`config.mk`:
```
export PLATFORM = sky130hd
export DESIGN_NAME = uart_tx_arbiter
export DESIGN_NICKNAME = d
export VERILOG_FILES = /design/src/rtl/uart_tx_arbiter.sv
export SDC_FILE = /design/constraint.sdc
export NUM_CORES = 1
export LEC_CHECK = 0
export CAP_MARGIN = 10
export CORE_AREA = 2 2 53 55
export CTS_BUF_LIST = sky130_fd_sc_hd__clkbuf_8 sky130_fd_sc_hd__clkbuf_16
export CTS_CLUSTER_DIAMETER = 120
export CTS_CLUSTER_SIZE = 24
export DETAILED_ROUTE_END_ITERATION = 16
export DIE_AREA = 0 0 55 57
export PLACE_DENSITY = 0.74
export SYNTH_ARGS = -nofsm -noshare
export SYNTH_HDL_FRONTEND = slang
export SYNTH_SLANG_ARGS = --single-unit
export TNS_END_PERCENT = 1
```
`constraint.sdc`:
```
create_clock -name clk -period 1.56 [get_ports clk]
set_input_delay 0.312 -clock clk [delete_from_list [all_inputs] [get_ports clk]]
set_output_delay 0.312 -clock clk [all_outputs]
set_load 0.05 [all_outputs]
```
`src/rtl/uart_tx_arbiter.sv`:
```
// Round-robin arbiter granting one byte-stream requester at a time to a UART TX FIFO.
// Optional stall timeout is enabled with `define UART_ARB_TIMEOUT_EN.
module uart_tx_arbiter #(
    parameter int N_REQ          = 4,
    parameter int TIMEOUT_CYCLES = 1024
) (
    input  logic                 clk,
    input  logic                 reset_n,
    input  logic [N_REQ-1:0]     req_valid,
    input  logic [8*N_REQ-1:0]   req_data,
    input  logic [N_REQ-1:0]     req_last,
    output logic [N_REQ-1:0]     req_ready,
    output logic [7:0]           tx_data,
    output logic                 tx_valid,
    input  logic                 tx_ready,
    output logic [N_REQ-1:0]     grant,
    output logic                 busy,
    output logic                 timeout_evt
);

    localparam int PTR_W = (N_REQ > 1) ? $clog2(N_REQ) : 1;

    localparam logic [0:0] IDLE = 1'b0;
    localparam logic [0:0] XFER = 1'b1;

    logic [0:0]       state_q, state_d;
    logic [PTR_W-1:0] owner_q, owner_d;
    logic [PTR_W-1:0] ptr_q, ptr_d;

    logic [PTR_W-1:0] pick;
    logic             pick_found;
    logic             own_valid;
    logic             own_last;
    logic [7:0]       own_data;
    logic             fire;
    logic             frame_end;
    logic             stall_out;

    // Owner's signals are muxed with constant indices to keep widths exact.
    always_comb begin
        own_valid = 1'b0;
        own_last  = 1'b0;
        own_data  = 8'h00;
        for (int i = 0; i < N_REQ; i++) begin
            if (owner_q == PTR_W'(i)) begin
                own_valid = req_valid[i];
                own_last  = req_last[i];
                own_data  = req_data[i*8 +: 8];
            end
        end
    end

    // First requester found walking upward from the one after the last owner.
    always_comb begin
        pick       = '0;
        pick_found = 1'b0;
        for (int k = 1; k <= N_REQ; k++) begin
            for (int i = 0; i < N_REQ; i++) begin
                if (!pick_found && req_valid[i] && (((int'(ptr_q) + k) % N_REQ) == i)) begin
                    pick       = PTR_W'(i);
                    pick_found = 1'b1;
                end
            end
        end
    end

    assign busy      = (state_q == XFER);
    assign tx_valid  = busy && own_valid;
    assign tx_data   = busy ? own_data : 8'h00;
    assign fire      = tx_valid && tx_ready;
    assign frame_end = fire && own_last;

    always_comb begin
        for (int i = 0; i < N_REQ; i++) begin
            grant[i]     = busy && (owner_q == PTR_W'(i));
            req_ready[i] = busy && (owner_q == PTR_W'(i)) && tx_ready;
        end
    end

`ifdef UART_ARB_TIMEOUT_EN
    localparam int CNT_W = (TIMEOUT_CYCLES > 2) ? $clog2(TIMEOUT_CYCLES) : 1;

    logic [CNT_W-1:0] cnt_q, cnt_d;

    // A transfer in the terminal cycle takes priority over the timeout.
    assign stall_out = busy && !fire && (cnt_q == CNT_W'(TIMEOUT_CYCLES - 1));

    always_comb begin
        cnt_d = '0;
        if (busy && !fire) begin
            cnt_d = cnt_q + 1'b1;
        end
    end

    always_ff @(posedge clk) begin
        if (!reset_n) begin
            cnt_q <= '0;
        end else begin
            cnt_q <= cnt_d;
        end
    end
`else
    logic unused_cfg;

    assign stall_out  = 1'b0;
    assign unused_cfg = (TIMEOUT_CYCLES < 2);
`endif

    assign timeout_evt = stall_out;

    always_comb begin
        state_d = state_q;
        owner_d = owner_q;
        ptr_d   = ptr_q;
        case (state_q)
            IDLE: begin
                if (pick_found) begin
                    state_d = XFER;
                    owner_d = pick;
                end
            end
            XFER: begin
                if (frame_end || stall_out) begin
                    state_d = IDLE;
                    ptr_d   = owner_q;
                end
            end
            default: state_d = IDLE;
        endcase
    end

    // ptr resets to the last requester so requester 0 wins the first arbitration.
    always_ff @(posedge clk) begin
        if (!reset_n) begin
            state_q <= IDLE;
            owner_q <= '0;
            ptr_q   <= PTR_W'(N_REQ - 1);
        end else begin
            state_q <= state_d;
            owner_q <= owner_d;
            ptr_q   <= ptr_d;
        end
    end

endmodule

```
Word-level counts from Yosys, hierarchy flattened:

Index checks and enable logic that the tools add are counted.

* bits in registers: 5
* word-level logic and storage cells: 142
* input bits: 43

* eq/ne operators: 15
* mux-type cells: 47
* bitwise gates (word level): 5
* add/sub/neg operators: 4
* reduce and logical (&&, ||, !) cells: 68

Operators with widths (number)
* 32-bit zero test: 4
* 1-bit logical AND: 42
* 8-bit 2-to-1 mux: 5
* 2-bit 2-to-1 mux: 14
* 1-bit 2-to-1 mux: 27
* 3-bit == test (second input constant): 8
* 1-bit zero test: 15
* 3-bit by 2-bit == test with 1-bit output (second input constant): 4
* 2-bit OR reduction: 4
* 2-bit by 1-bit adder with 2-bit output (second input constant): 2
* 2-bit adder (second input constant): 2
* 1-bit bitwise AND (first input constant): 4
* 2-bit == test (second input constant): 2
* 2-bit AND reduction: 2
* 2-bit by 1-bit == test with 1-bit output (second input constant): 1
* 2-bit zero test: 1
* 1-bit one-hot mux with 2 select lines: 1
* 1-bit inverter: 1

Logic depth before layout (Yosys ltp):

* word-level depth: 68
* mapped depth: 5

Worst setup path after synthesis:

No wires, ideal clock.

* path type: reg-to-output
* from: register state_q, in the netlist busy
* to: output req_ready[0]
* data required time: 1.248 ns
* setup slack: -0.669 ns
* arrival: 1.917 ns
* cell stages (with the launch flop): 3
* cell sequence: dfxtp_1 -> nand2_1 -> nor3_1

* longest elaborated chain between the ends: 2

Ends and longest elaborated chain
* from (decl): RTL line 26 `logic [0:0] state_q, state_d;`
* from (signal assigned): RTL line 139 `state_q <= state_d;`
* 1-bit logical AND (2 in series): RTL line 76 `req_ready[i] = busy && (owner_q == PTR_W'(i)) && tx_ready;`
* to (decl): RTL line 12 `output logic [N_REQ-1:0] req_ready,`

No other way between the ends.

Worst setup path after layout:

* from: register owner_q[0]
* to: output tx_data[0]

* longest elaborated chain between the ends: 6
* elaborated cells between the ends (all ways): 9
* those cells by class: eq/ne: 3; mux: 5; reduce/logical: 1

Ends and longest elaborated chain
* from (decl): RTL line 27 `logic [PTR_W-1:0] owner_q, owner_d;`
* from (signal assigned): RTL line 140 `owner_q <= owner_d;`
* 2-bit zero test: RTL line 45 `if (owner_q == PTR_W'(i)) begin`
* 8-bit 2-to-1 mux (3 in series): RTL line 45
* 8-bit 2-to-1 mux (*): RTL line 45
* 8-bit 2-to-1 mux (*): RTL line 69 `assign tx_data = busy ? own_data : 8'h00;`
* to (decl): RTL line 13 `output logic [7:0] tx_data,`

Mark *: on every way between the ends. The rest lies on a longest branch, timed or not.

==> impl_metrics.env <==
export IMPL_finalWirelength_um=2760
export IMPL_via_count=884
export IMPL_clock_sinks=5
export IMPL_p_comb_share_pct=70.2
export IMPL_hold_class="reg2reg"
export IMPL_critPathMaxFanout=3
export IMPL_violations="negative setup slack"
export IMPL_grt_use_met3_pct=8.64
export IMPL_switchingPower_w=0.000583
export IMPL_die_y_um=57
export IMPL_ys_seq_elements=5
export IMPL_final_cell_mix="35 x clkdlybuf4s50_1, 9 x buf_4, 9 x buf_12"
export IMPL_grt_util_met2_pct=32.0
export IMPL_ff2ff_path_depth=6
export IMPL_grt_pass1_wl_um=4050
export IMPL_nNetsFinal=192
export IMPL_synth_area_leaders="mux4_1 15%, dfxtp_1 15%, mux4_2 13%"
export IMPL_hold_depth=2
export IMPL_critical_path_top_delay_family="multiplexers"
export IMPL_seq_area_frac_synth_pct=14.5
export IMPL_overflow=0
export IMPL_hold_violations=0
export IMPL_ir_worst_vdd_mv=0.776
export IMPL_slew_violations=0
export IMPL_worstSetupPathType="reg2out"
export IMPL_power_density_mw_per_mm2=863
export IMPL_fin_crit_sh_pct=118
export IMPL_cts_hold_fix_buffers=0
export IMPL_cpPeakStageDelay_ns=0.51
export IMPL_drive_gt1_share_pct=45.9
export IMPL_dp_hpwl_um=2260
export IMPL_route_detailed_drc=0
export IMPL_path_common_cell="buf_6"
export IMPL_cts_clk_slew_worst_paths_ns=0.04
export IMPL_rrSetupSlack_ns=0.06
export IMPL_r2r_end="ptr_q[0]"
export IMPL_p_leak_nw=0.675
export IMPL_ant_nets=0
export IMPL_hold_ws_ns=0.536
export IMPL_clock_latency_ns=0.22
export IMPL_path_buf_inv=2
export IMPL_rows=19
export IMPL_yosys_area_top_type_share_pct=15.3
export IMPL_diodes=0
export IMPL_avgSynthCellArea_um2=8.94
export IMPL_die_width_um=55
export IMPL_cts_tree="done"
export IMPL_cts_root_buf="clkbuf_8"
export IMPL_layout_cells_most_common="clkdlybuf4s50_1"
export IMPL_r2r_start="owner_q[0]"
export IMPL_total_power_w=0.00142
export IMPL_endpoint_kind="primary output"
export IMPL_synth_top_cell_by_area="mux4_1"
export IMPL_setup_viol=13
export IMPL_worst_slack_ns=-0.274
export IMPL_detailedRoute_firstPassIterationCount=4
export IMPL_required_ns=1.25
export IMPL_area_delta_synth_final_pct=139
export IMPL_crit_chain="buf_6, mux4_2, and2_4, buf_6"
export IMPL_p_clk_share_pct=16.6
export IMPL_numCtsBuffers=3
export IMPL_io_buffer_count=60
export IMPL_place_gp_congestion=0.865
export IMPL_drt_iter0_drc=4
export IMPL_via_per_inst=4.94
export IMPL_die_area_mm2=0.00314
export IMPL_post_cts_buffers=0
export IMPL_rsz0062_at_grt="yes"
export IMPL_skew_ns=0.00148
export IMPL_grt_max_degree=16
export IMPL_post_cts_resize_count=42
export IMPL_grt_util_all_layers_pct=17.4
export IMPL_period_minus_slack_ns=1.83
export IMPL_slowest_stage="mux4_2"
export IMPL_synth_area_um2=688
export IMPL_cts_path_max_buffers=2
export IMPL_coreArea_mm2=0.00262
export IMPL_cell_internal_pwr_w=0.000835
export IMPL_grt_pass1_vias=930
export IMPL_wire_per_inst_um=15.4
export IMPL_status="complete, but fails checks"
export IMPL_synth_warnings=0
export IMPL_switching_share_pct=41.1
export IMPL_critPathLaunchType="register"
export IMPL_io_pins=62
export IMPL_syn_nets=120
export IMPL_use_met1_pct=16.9
export IMPL_busiest_layer="met2"
export IMPL_min_to="ptr_q[0]"
export IMPL_clock_fmax_mhz=545
export IMPL_synth_cell_types=27
export IMPL_maxCapViolations=0
export IMPL_antenna_found_initial=0
export IMPL_holdCritStartpoint="ptr_q[0]"
export IMPL_start_util_pct=26.3
export IMPL_htreeDepth=1
export IMPL_arrival_ns=1.52
export IMPL_syn_inst=77
export IMPL_seq_power_share_pct=13.2
[cells in the mapped netlist]
master     n
nor3_1     2
nand2b_1   1
a311oi_1   1
dfxtp_1    5
conb_1     1
a21oi_1    2
o22ai_2    1
and3_1     3
a2111oi_0  1
clkbuf_1   1
buf_2      3
o21ai_2    1
and2_1     9
nor2_1     7
buf_4      1
a31oi_1    2
nor2b_1    5
buf_6      1
nand3_1    2
nand2_1    5
mux2i_1    5
a31o_1     1
mux4_1     4
mux2_2     2
inv_1      3
mux4_2     4
o21ai_0    4
[through the flow]
| stage | setup TNS, ns | worst slack (ns) | util (%) | instance area (um^2) | std cells |
|---|---|---|---|---|---|
| finish | -2.30 | -0.274 | 62.8 | 1640 | 179 |
| global route | -2.95 | -0.291 | 62.8 | 1640 | 179 |
| CTS | -2.45 | -0.266 | 61.6 | 1610 | 179 |
| detailed placement | -3.28 | -0.358 | 57.0 | 1490 | 175 |
| global placement | -2.77 | -0.332 | 57.0 | 1490 | 175 |
| floorplan | -1.14 | -0.106 | - | 723 | 77 |
[tightest hold or removal path, cell delays in order (launching register included)]
cell and delay, ns:
dfxtp_1 0.31, nor2b_1 0.10, mux2i_1 0.07
[how the worst max path moves through the flow]
stage | startpoint | to | slack (ns) | cells past startpoint
3_3_place_gp | req_data[15] | tx_data[7] | -0.33 | 4
4_1_cts | owner_q[0] | tx_data[4] | -0.27 | 4
2_1_floorplan | busy | req_ready[1] | -0.11 | 3
5_1_grt | owner_q[0] | tx_data[2] | -0.29 | 4
6_report | owner_q[0] | tx_data[0] | -0.27 | 4
3_5_place_dp | req_data[10] | tx_data[2] | -0.36 | 4
[power by group through the flow]
stage | sequential [W] | clock, W | combinational [W]
after floorplan | 0.000183 | 0 | 0.000498
after global placement | 0.000179 | 0 | 0.000856
final | 0.000187 | 0.000235 | 0.000996
after global routing | 0.000191 | 0.000256 | 0.00104
after detailed placement | 0.000181 | 0 | 0.000870
after CTS | 0.000186 | 0.000238 | 0.000980
[logic make-up (layout without fill, tap and decap cells)]
kind of cell           after synthesis  count (layout)  synth area share (%)
AOI/OAI and AO/OA                   13              13                  13.1
buffers and inverters                9              80                  7.09
DFF                                  5               5                  14.5
muxes                               15              15                  38.9
other                                1               1                 0.545
and+or+nand+nor                     34              34                  25.8
[flip-flops by register name, summed over array words and instances (netlist names)]
signal and flops:
owner_q 2, ptr_q 2, busy 1
[area by class of cell]
type	count	area (um^2)
Tap cell	31	38.8
Timing Repair Buffer	73	828
Fill cell	216	972
Multi-Input combinational cell	63	611
Inverter	3	11.3
Sequential cell	5	109
Clock buffer	3	41.3
Clock inverter	1	3.75
[layer usage]
metal	vias to the layer above	share of wire, %
met5	-	0
met3	2	16
li1	424	-
met2	47	50
met4	0	0.36
met1	411	33
Note: power is estimated with default switching activity, not from simulation.
